--- config.mk ---
export PLATFORM = sky130hd
export DESIGN_NAME = ledstring_rx
export DESIGN_NICKNAME = d
export VERILOG_FILES = /design/src/rtl/ledstring_rx.sv
export SDC_FILE = /design/constraint.sdc
export NUM_CORES = 1
export LEC_CHECK = 0
export ABC_AREA = 1
export ABC_CLOCK_PERIOD_IN_PS = 1600
export CORE_MARGIN = 10
export CORE_UTILIZATION = 52
export CTS_BUF_LIST = sky130_fd_sc_hd__clkbuf_4
export CTS_CLUSTER_DIAMETER = 200
export DETAILED_ROUTE_END_ITERATION = 8
export GPL_ROUTABILITY_DRIVEN = 0
export GPL_TIMING_DRIVEN = 0
export PLACE_DENSITY = 0.76
export SLEW_MARGIN = 20
export SYNTH_ARGS = -nofsm -noshare
export SYNTH_HDL_FRONTEND = slang
export SYNTH_SLANG_ARGS = --single-unit
--- constraint.sdc ---
create_clock -name clk -period 1.6 [get_ports clk]
set_input_delay 0.32 -clock clk [delete_from_list [all_inputs] [get_ports clk]]
set_output_delay 0.32 -clock clk [all_outputs]
set_load 0.02 [all_outputs]
--- src/rtl/ledstring_rx.sv ---
// Receiver for the two-wire APA102-style LED string: oversamples led_clk/led_data,
// finds the start frame, decodes pixel words and presents them on a valid/ack port.
module ledstring_rx #(
    parameter int unsigned IDLE_TIMEOUT = 1024,
    parameter int unsigned IDX_W        = 16
) (
    input  logic             clk,
    input  logic             rst,
    input  logic             led_clk,
    input  logic             led_data,
    output logic             framing,
    output logic             se_frame,
    output logic [4:0]       dat_glo,
    output logic [7:0]       dat_red,
    output logic [7:0]       dat_grn,
    output logic [7:0]       dat_blu,
    output logic [IDX_W-1:0] pix_idx,
    output logic             valid,
    input  logic             ack,
    output logic             overrun,
    output logic             frame_err
);

    localparam int unsigned TO_W = $clog2(IDLE_TIMEOUT + 1);
    localparam logic [TO_W-1:0] TO_MAX = TO_W'(IDLE_TIMEOUT - 1);

    typedef enum logic [1:0] {
        HUNT = 2'd0,
        GAP  = 2'd1,
        WORD = 2'd2
    } state_t;

    state_t          state;
    logic            clk_s1, clk_s2, clk_s3;
    logic            data_s1, data_s2;
    logic            chk;
    logic            bit_q;
    logic [30:0]     shreg;
    logic [5:0]      bit_cnt;
    logic [TO_W-1:0] to_cnt;
    logic            idx_pend;

    logic            rise_c;
    logic [31:0]     word_c;
    logic            start_c, pix_c, end_c, bad_c, ev_c;

    // Two-flop synchronisers; the third led_clk flop yields the rise pulse.
    always_ff @(posedge clk) begin
        if (rst) begin
            clk_s1  <= 1'b0;
            clk_s2  <= 1'b0;
            clk_s3  <= 1'b0;
            data_s1 <= 1'b0;
            data_s2 <= 1'b0;
            chk     <= 1'b0;
            bit_q   <= 1'b0;
        end else begin
            clk_s1  <= led_clk;
            clk_s2  <= clk_s1;
            clk_s3  <= clk_s2;
            data_s1 <= led_data;
            data_s2 <= data_s1;
            chk     <= rise_c;
            if (rise_c) begin
                bit_q <= data_s2;
            end
        end
    end

    assign rise_c = clk_s2 & ~clk_s3;

    // Classify the bit captured last cycle: start, pixel, end or malformed word.
    always_comb begin
        word_c  = {shreg, bit_q};
        start_c = 1'b0;
        pix_c   = 1'b0;
        end_c   = 1'b0;
        bad_c   = 1'b0;
        if (chk) begin
            if (state == HUNT && !bit_q && bit_cnt == 6'd31) begin
                start_c = 1'b1;
            end
            if (state == WORD && bit_cnt == 6'd31) begin
                if (word_c == 32'hFFFF_FFFF) begin
                    end_c = 1'b1;
                end else if (word_c[31:29] == 3'b111) begin
                    pix_c = 1'b1;
                end else begin
                    bad_c = 1'b1;
                end
            end
        end
        ev_c = start_c | pix_c | end_c;
    end

    always_ff @(posedge clk) begin
        if (rst) begin
            state     <= HUNT;
            shreg     <= '0;
            bit_cnt   <= '0;
            to_cnt    <= '0;
            idx_pend  <= 1'b0;
            framing   <= 1'b0;
            se_frame  <= 1'b0;
            dat_glo   <= '0;
            dat_red   <= '0;
            dat_grn   <= '0;
            dat_blu   <= '0;
            pix_idx   <= '0;
            valid     <= 1'b0;
            overrun   <= 1'b0;
            frame_err <= 1'b0;
        end else begin
            if (rise_c) begin
                to_cnt <= '0;
            end else if (to_cnt != TO_MAX) begin
                to_cnt <= to_cnt + TO_W'(1);
            end

            // An event may replace the held word only when the consumer takes it this cycle.
            if (ev_c) begin
                if (!valid || ack) begin
                    valid    <= 1'b1;
                    framing  <= ~pix_c;
                    se_frame <= end_c;
                    dat_glo  <= pix_c ? word_c[28:24] : 5'd0;
                    dat_blu  <= pix_c ? word_c[23:16] : 8'd0;
                    dat_grn  <= pix_c ? word_c[15:8]  : 8'd0;
                    dat_red  <= pix_c ? word_c[7:0]   : 8'd0;
                end else begin
                    overrun <= 1'b1;
                end
            end else if (valid && ack) begin
                valid <= 1'b0;
            end

            if (bad_c) begin
                frame_err <= 1'b1;
            end

            if (chk) begin
                case (state)
                    HUNT: begin
                        if (bit_q) begin
                            bit_cnt <= '0;
                        end else if (start_c) begin
                            bit_cnt  <= '0;
                            state    <= GAP;
                            pix_idx  <= '0;
                            idx_pend <= 1'b0;
                        end else begin
                            bit_cnt <= bit_cnt + 6'd1;
                        end
                    end
                    GAP: begin
                        if (bit_q) begin
                            shreg   <= 31'd1;
                            bit_cnt <= 6'd1;
                            state   <= WORD;
                            if (idx_pend) begin
                                pix_idx  <= pix_idx + IDX_W'(1);
                                idx_pend <= 1'b0;
                            end
                        end
                    end
                    WORD: begin
                        if (bit_cnt == 6'd31) begin
                            bit_cnt <= '0;
                            if (pix_c) begin
                                state    <= GAP;
                                idx_pend <= 1'b1;
                            end else begin
                                state <= HUNT;
                            end
                        end else begin
                            shreg   <= word_c[30:0];
                            bit_cnt <= bit_cnt + 6'd1;
                        end
                    end
                    default: state <= HUNT;
                endcase
            end else if (state == WORD && !rise_c && to_cnt == TO_MAX) begin
                frame_err <= 1'b1;
                state     <= HUNT;
                bit_cnt   <= '0;
            end
        end
    end

endmodule

* Word-level counts from Yosys, hierarchy flattened *
Cells that the tools add are included.
W data, S select, Z words.

cells by class
  add/sub/neg operators = 3
  $mul = 0
  div/mod/pow operators = 0
  order comparisons = 0
  equality and inequality tests = 20
  shifts and indexed selects = 0
  muxes and demuxes = 52
  bitwise gates (word level) = 6
  reduce and logical (&&, ||, !) cells = 25

operator list
  operator                 count
  $mux W16                 4
  $mux W31                 2
  $pmux W31 S2             1
  $mux W6                  6
  $eq A32 B32 Y1 const B   1
  $pmux W16 S2             1
  $mux W1                  25
  $mux W8                  3
  $pmux W6 S3              1
  $add A16 B1 Y16 const B  1
  $ne A2 B2 Y1 const B     7
  $mux W2                  6
  $ne A3 B3 Y1 const B     4
  $add A11 B1 Y11 const B  1
  $eq A11 B10 Y1 const B   1
  $ne A11 B10 Y1 const B   1
  $reduce_bool A2 Y1       4
  $reduce_and A7 Y1        1
  $add A6 B1 Y6 const B    1
  $eq A6 B5 Y1 const B     1
  $logic_and A1 B1 Y1      6
  $pmux W2 S3              1
  $reduce_and A2 Y1        3
  $reduce_and A6 Y1        1
  18 further kinds         23

word-level totals
  register bits = 108
  bits in latches = 0
  memory bits (writable) = 0
  memory bits (read-only) = 0
  input port bits = 5
  output and inout bits = 50
  word-level logic and storage cells = 128
  memories = 0

* Longest topological paths before layout *
  depth in word-level cells = 9
  mapped depth = 13
  gate-level depth less buffers = 13

* Worst setup path after synthesis *
No wires, ideal clock.

  kind = reg-to-reg
  start point = reg state[1]
  end point = reg pix_idx[15]
  library setup time = 117 ps
  arrival = 1522 ps
  slack = -39 ps
  cell stages (with the launch flop) = 10
  buffers on the path = 1
  period minus slack after synthesis = 1639 ps
  path through = dfxtp_1 -> inv_1 -> ha_1 -> inv_1 -> o21ai_1 -> nor2_1 -> nand2_1 -> o21ai_1 -> buf_2 -> nor2_1

on the way
  word-level cells in the longest chain between the ends = 7
  elaborated cells between the ends (all ways) = 13

RTL lines
  element                             line     text
  start: declaration                  33       state_t state;
  start signal: assignment            98       state <= HUNT;
  start signal: assignment            148      state <= GAP;
  start signal: assignment            159      state <= WORD;
  $logic_not A2 Y1                    80, 142
  $logic_and A1 B1 Y1 (2 in a row)    80       if (state == HUNT && !bit_q && bit_cnt == 6'd31) begin
  $mux W1                             80
  $mux W1                             79       if (chk) begin
  $ne A2 B2 Y1 (no source line)       --
  $reduce_and A6 Y1 (no source line)  --
  end signal: assignment              161      pix_idx <= pix_idx + IDX_W'(1);
  end: declaration                    17       output logic [IDX_W-1:0] pix_idx,

Several ways; a longest one is shown, not always the timed one.
A chain may end at the register's enable or synchronous reset.

* Worst setup path after layout *
  start point = reg pix_idx[1]
  end point = reg pix_idx[14]

on the way
  word-level cells in the longest chain between the ends = 4

RTL lines
  element          line  text
  $add A16 B1 Y16  161
  $mux W16         160   if (idx_pend) begin
  $mux W16         156   if (bit_q) begin
  $pmux W16 S2     142   case (state)

No other way between the ends. The select of a mux whose other input is x is not followed.

==> impl_metrics.yaml <==
routing:
  antenna_left: 0
  num_vias: 4750
  drt_wl_total_mm: 13.9
  detail_route.vias_per_cell: 5.47
  first_iter_violations: 294
  drt_pre_antenna_iters: 4
  drc: 0
  avgRoutedWirePerCell_um: 16.0
final_layout:
  diodes: 0
  finalInstanceArea_mm2: 0.00677
  area_delta_synth_final_pct: 45.9
  nets: 769
  final_util: 0.776
  drive_above_1_share: 0.389
clock_network:
  cts.sinks: 108
  cts_made_buffers: 9
  cts_tree: "built"
  ctsHtreeMaxLevel: 3
  cts_buffer_depth: 2
  worstSkewPairLatency_ps: 490
  worst_setup_hold_path_clk_slew_ps: 170
  cts-root-buf: "clkbuf_4"
hold_path:
  whs_path_depth: 2
  holdPathEnd: "chk"
  hold_class: "in -> reg"
  timing.hold.worst.start: "rst"
yosys:
  netlist_top_cells_count: "213 x nand2_1, 108 x dfxtp_1, 92 x a21oi_1, 55 x nor2_1, 48 x inv_1"
  synth-seq-cells: 108
  synth_seq_area_share: 0.466
  synth_largest_type_area_fraction: 0.466
  synth.largest_area_cell: "dfxtp_1"
  postSynthAreaPerCell_um2: 7.24
  synth-main-ff-cell: "dfxtp_1"
  post_synth_num_cell_types: 33
  synthesis.yosys.warnings: 0
  synth.most_common_cell: "nand2_1"
  post_synthesis_instance_area_mm2: 0.00464
  synth-edff-count: 0
  syn-num-nets: 654
  async_set_or_reset_flop_fraction_in_the_synthesized_netlist: 0
  ys_top_cells_by_area: "dfxtp_1 47%, nand2_1 17%, a21oi_1 9.9%"
  synth_cells: 641
critical_path:
  critical_path.endpoint_type: "flip-flop"
  critical_path_peak_fanout: 5
  crit-reg2reg-launch: "pix_idx[1]"
  reg2reg_setup_slack_ps: -210
  critical_path_type: "reg -> reg"
  critical_path_arrival_ps: 2220
  r2r.worst_path.cells: 7
  cp_data_required_time_ps: 2010
  reg2reg_to: "pix_idx[14]"
  critPathLaunchType: "flip-flop"
timing:
  tightestPinTransition_ps: 805
  setup_viol: 82
  timing.clock.skew_ps: 22.5
  hold_violations: 0
  rsz0062_at_grt: "yes"
  period_share: 1.13
  highest_clock_frequency_the_design_can_meet_mhz: 553
  setup_ws_ps: -208
  whs_ps: 259
  layout_min_cycle_time_ps: 1810
  number_of_pins_exceeding_their_max_slew_limit_in_the_final_report: 0
  slew_headroom: 0.463
die:
  dieHeight_um: 114
  top_level_ports: 55
  placeable_area_mm2: 0.00872
  floorplan.initialDensity: 0.532
  die_x_um: 114
  die_area_mm2: 0.0131
  core.rowCount: 34
placement:
  placement.cell_area_mm2: 0.00532
  hpwlAfterDp_mm: 7.90
  port_buffers: 53
global_route:
  grt_max_degree: 21
  first_global_vias: 4489
  grt_antenna_before_repair: 0
  grt_usage: 0.190
  gr-total-overflow: 0
  grt_pass1_wl_mm: 20.8
power:
  vdd_ir_max_v: 0.000650
  leakagePower_nw: 2.64
  power_density_mw_per_mm2: 620
outcome:
  violated_checks: "negative setup slack"
  outcome: "finished, violations left"
job:
  max-cap-violations: 0
routing by layer:
metal	GRT usage	part of all wire	vias to the layer above	wire [µm]
li1	-	-	2291	-
met1	0.211	0.39	2288	5450
met2	0.344	0.53	136	7430
met3	0.0425	0.045	35	621
met4	0.0685	0.028	0	387
met5	0	0	-	0
registers in the layout, indices dropped and copies added (netlist names), 2 cells and up:
| name | flops |
|---|---|
| bit_cnt | 6 |
| dat_blu | 8 |
| dat_glo | 5 |
| dat_grn | 8 |
| dat_red | 8 |
| pix_idx | 16 |
| shreg | 31 |
| state | 2 |
| to_cnt | 11 |
cell type report:
class / count / area, µm²
clock inverter: 7 / 70.1
clock buffer: 9 / 67.6
timing repair buffer: 104 / 920
sequential: 108 / 2250
buffer: 25 / 231
multi-input combinational: 457 / 2890
tap: 108 / 135
fill: 561 / 1950
inverter: 51 / 210
cell usage in the layout (no fill, tap or decap), types with 3 or more instances in the layout:
master             n
inv_4              4
nor2_2             9
buf_8              6
nand3b_1           6
a21oi_1           48
nand3_2            3
inv_1             41
nor2_1            42
clkdlybuf4s50_1    3
a21oi_2           43
nor2_4             7
ha_4               5
nor3_2             4
dfxtp_1           63
nand4_1            6
clkdlybuf4s15_1    8
buf_4             40
dfxtp_4           11
nand3_1           15
o21ai_0           14
clkbuf_2           6
buf_6             17
ha_1               3
nand3_4            6
xor2_1             7
clkbuf_4           9
nand2_1          150
inv_2              4
nand2_2           35
inv_8              3
clkbuf_1           9
dlygate4sd2_1     34
nand2_4           28
dfxtp_2           34
cell families after synthesis:
kind of cell	Yosys count	synth area share
AND/OR/NAND/NOR	322	0.292
AO/OA/AOI/OAI	117	0.128
flip-flops	108	0.466
buffers and inverters	76	0.0736
XOR/XNOR	10	0.0189
adder cells (fa/ha/maj)	8	0.0216
repair_timing:
item / in CTS / in global routing
pin swaps: 35 / 27
hold buffers: 0 / 0
endpoints found under the hold margin: 0 / 0
gates cloned: 7 / 0
gates resized for setup: 234 / 146
setup endpoints to repair: 142 / 110
buffers inserted: 31 / 14
worst max-delay path: stages (launching register included):
cell and delay (ps):
dfxtp_2 430, ha_1 260, nand2_1 170, nor3_4 200
nand3_1 170, xnor2_2 260, nand3_4 110, a21oi_2 140
per-stage QoR:
step / setup slack, ps / instances / power [mW] / setup TNS, ps
after global routing: -327 / 869 / 4.32 / -15060
after CTS: -150 / 856 / 4.20 / -4920
after floorplan: 4.57 / 641 / 2.83 / 0
final: -208 / 869 / 4.20 / -7300
after global placement: -291 / 802 / 2.86 / -16110
after detailed placement: -342 / 802 / 2.87 / -18660
worst max-delay path by stage:
stage / slack, ps / startpoint / depth (start not counted) / endpoint
finish: -210 / pix_idx[1] / 7 / pix_idx[14]
global route: -330 / pix_idx[1] / 7 / pix_idx[14]
CTS: -150 / bit_cnt[0] / 12 / dat_grn[6]
detailed placement: -340 / state[0] / 8 / shreg[20]
global placement: -290 / state[1] / 9 / shreg[21]
floorplan: 5 / bit_cnt[1] / 11 / dat_blu[0]
power breakdown:
part,total [mW],internal [mW],switching (mW)
clock network,1.37,0.363,1.01
logic,0.130,0.0412,0.0884
registers,2.70,2.69,0.0127
total,4.20,3.09,1.11
No activity file was read; power rests on OpenSTA's default activity.
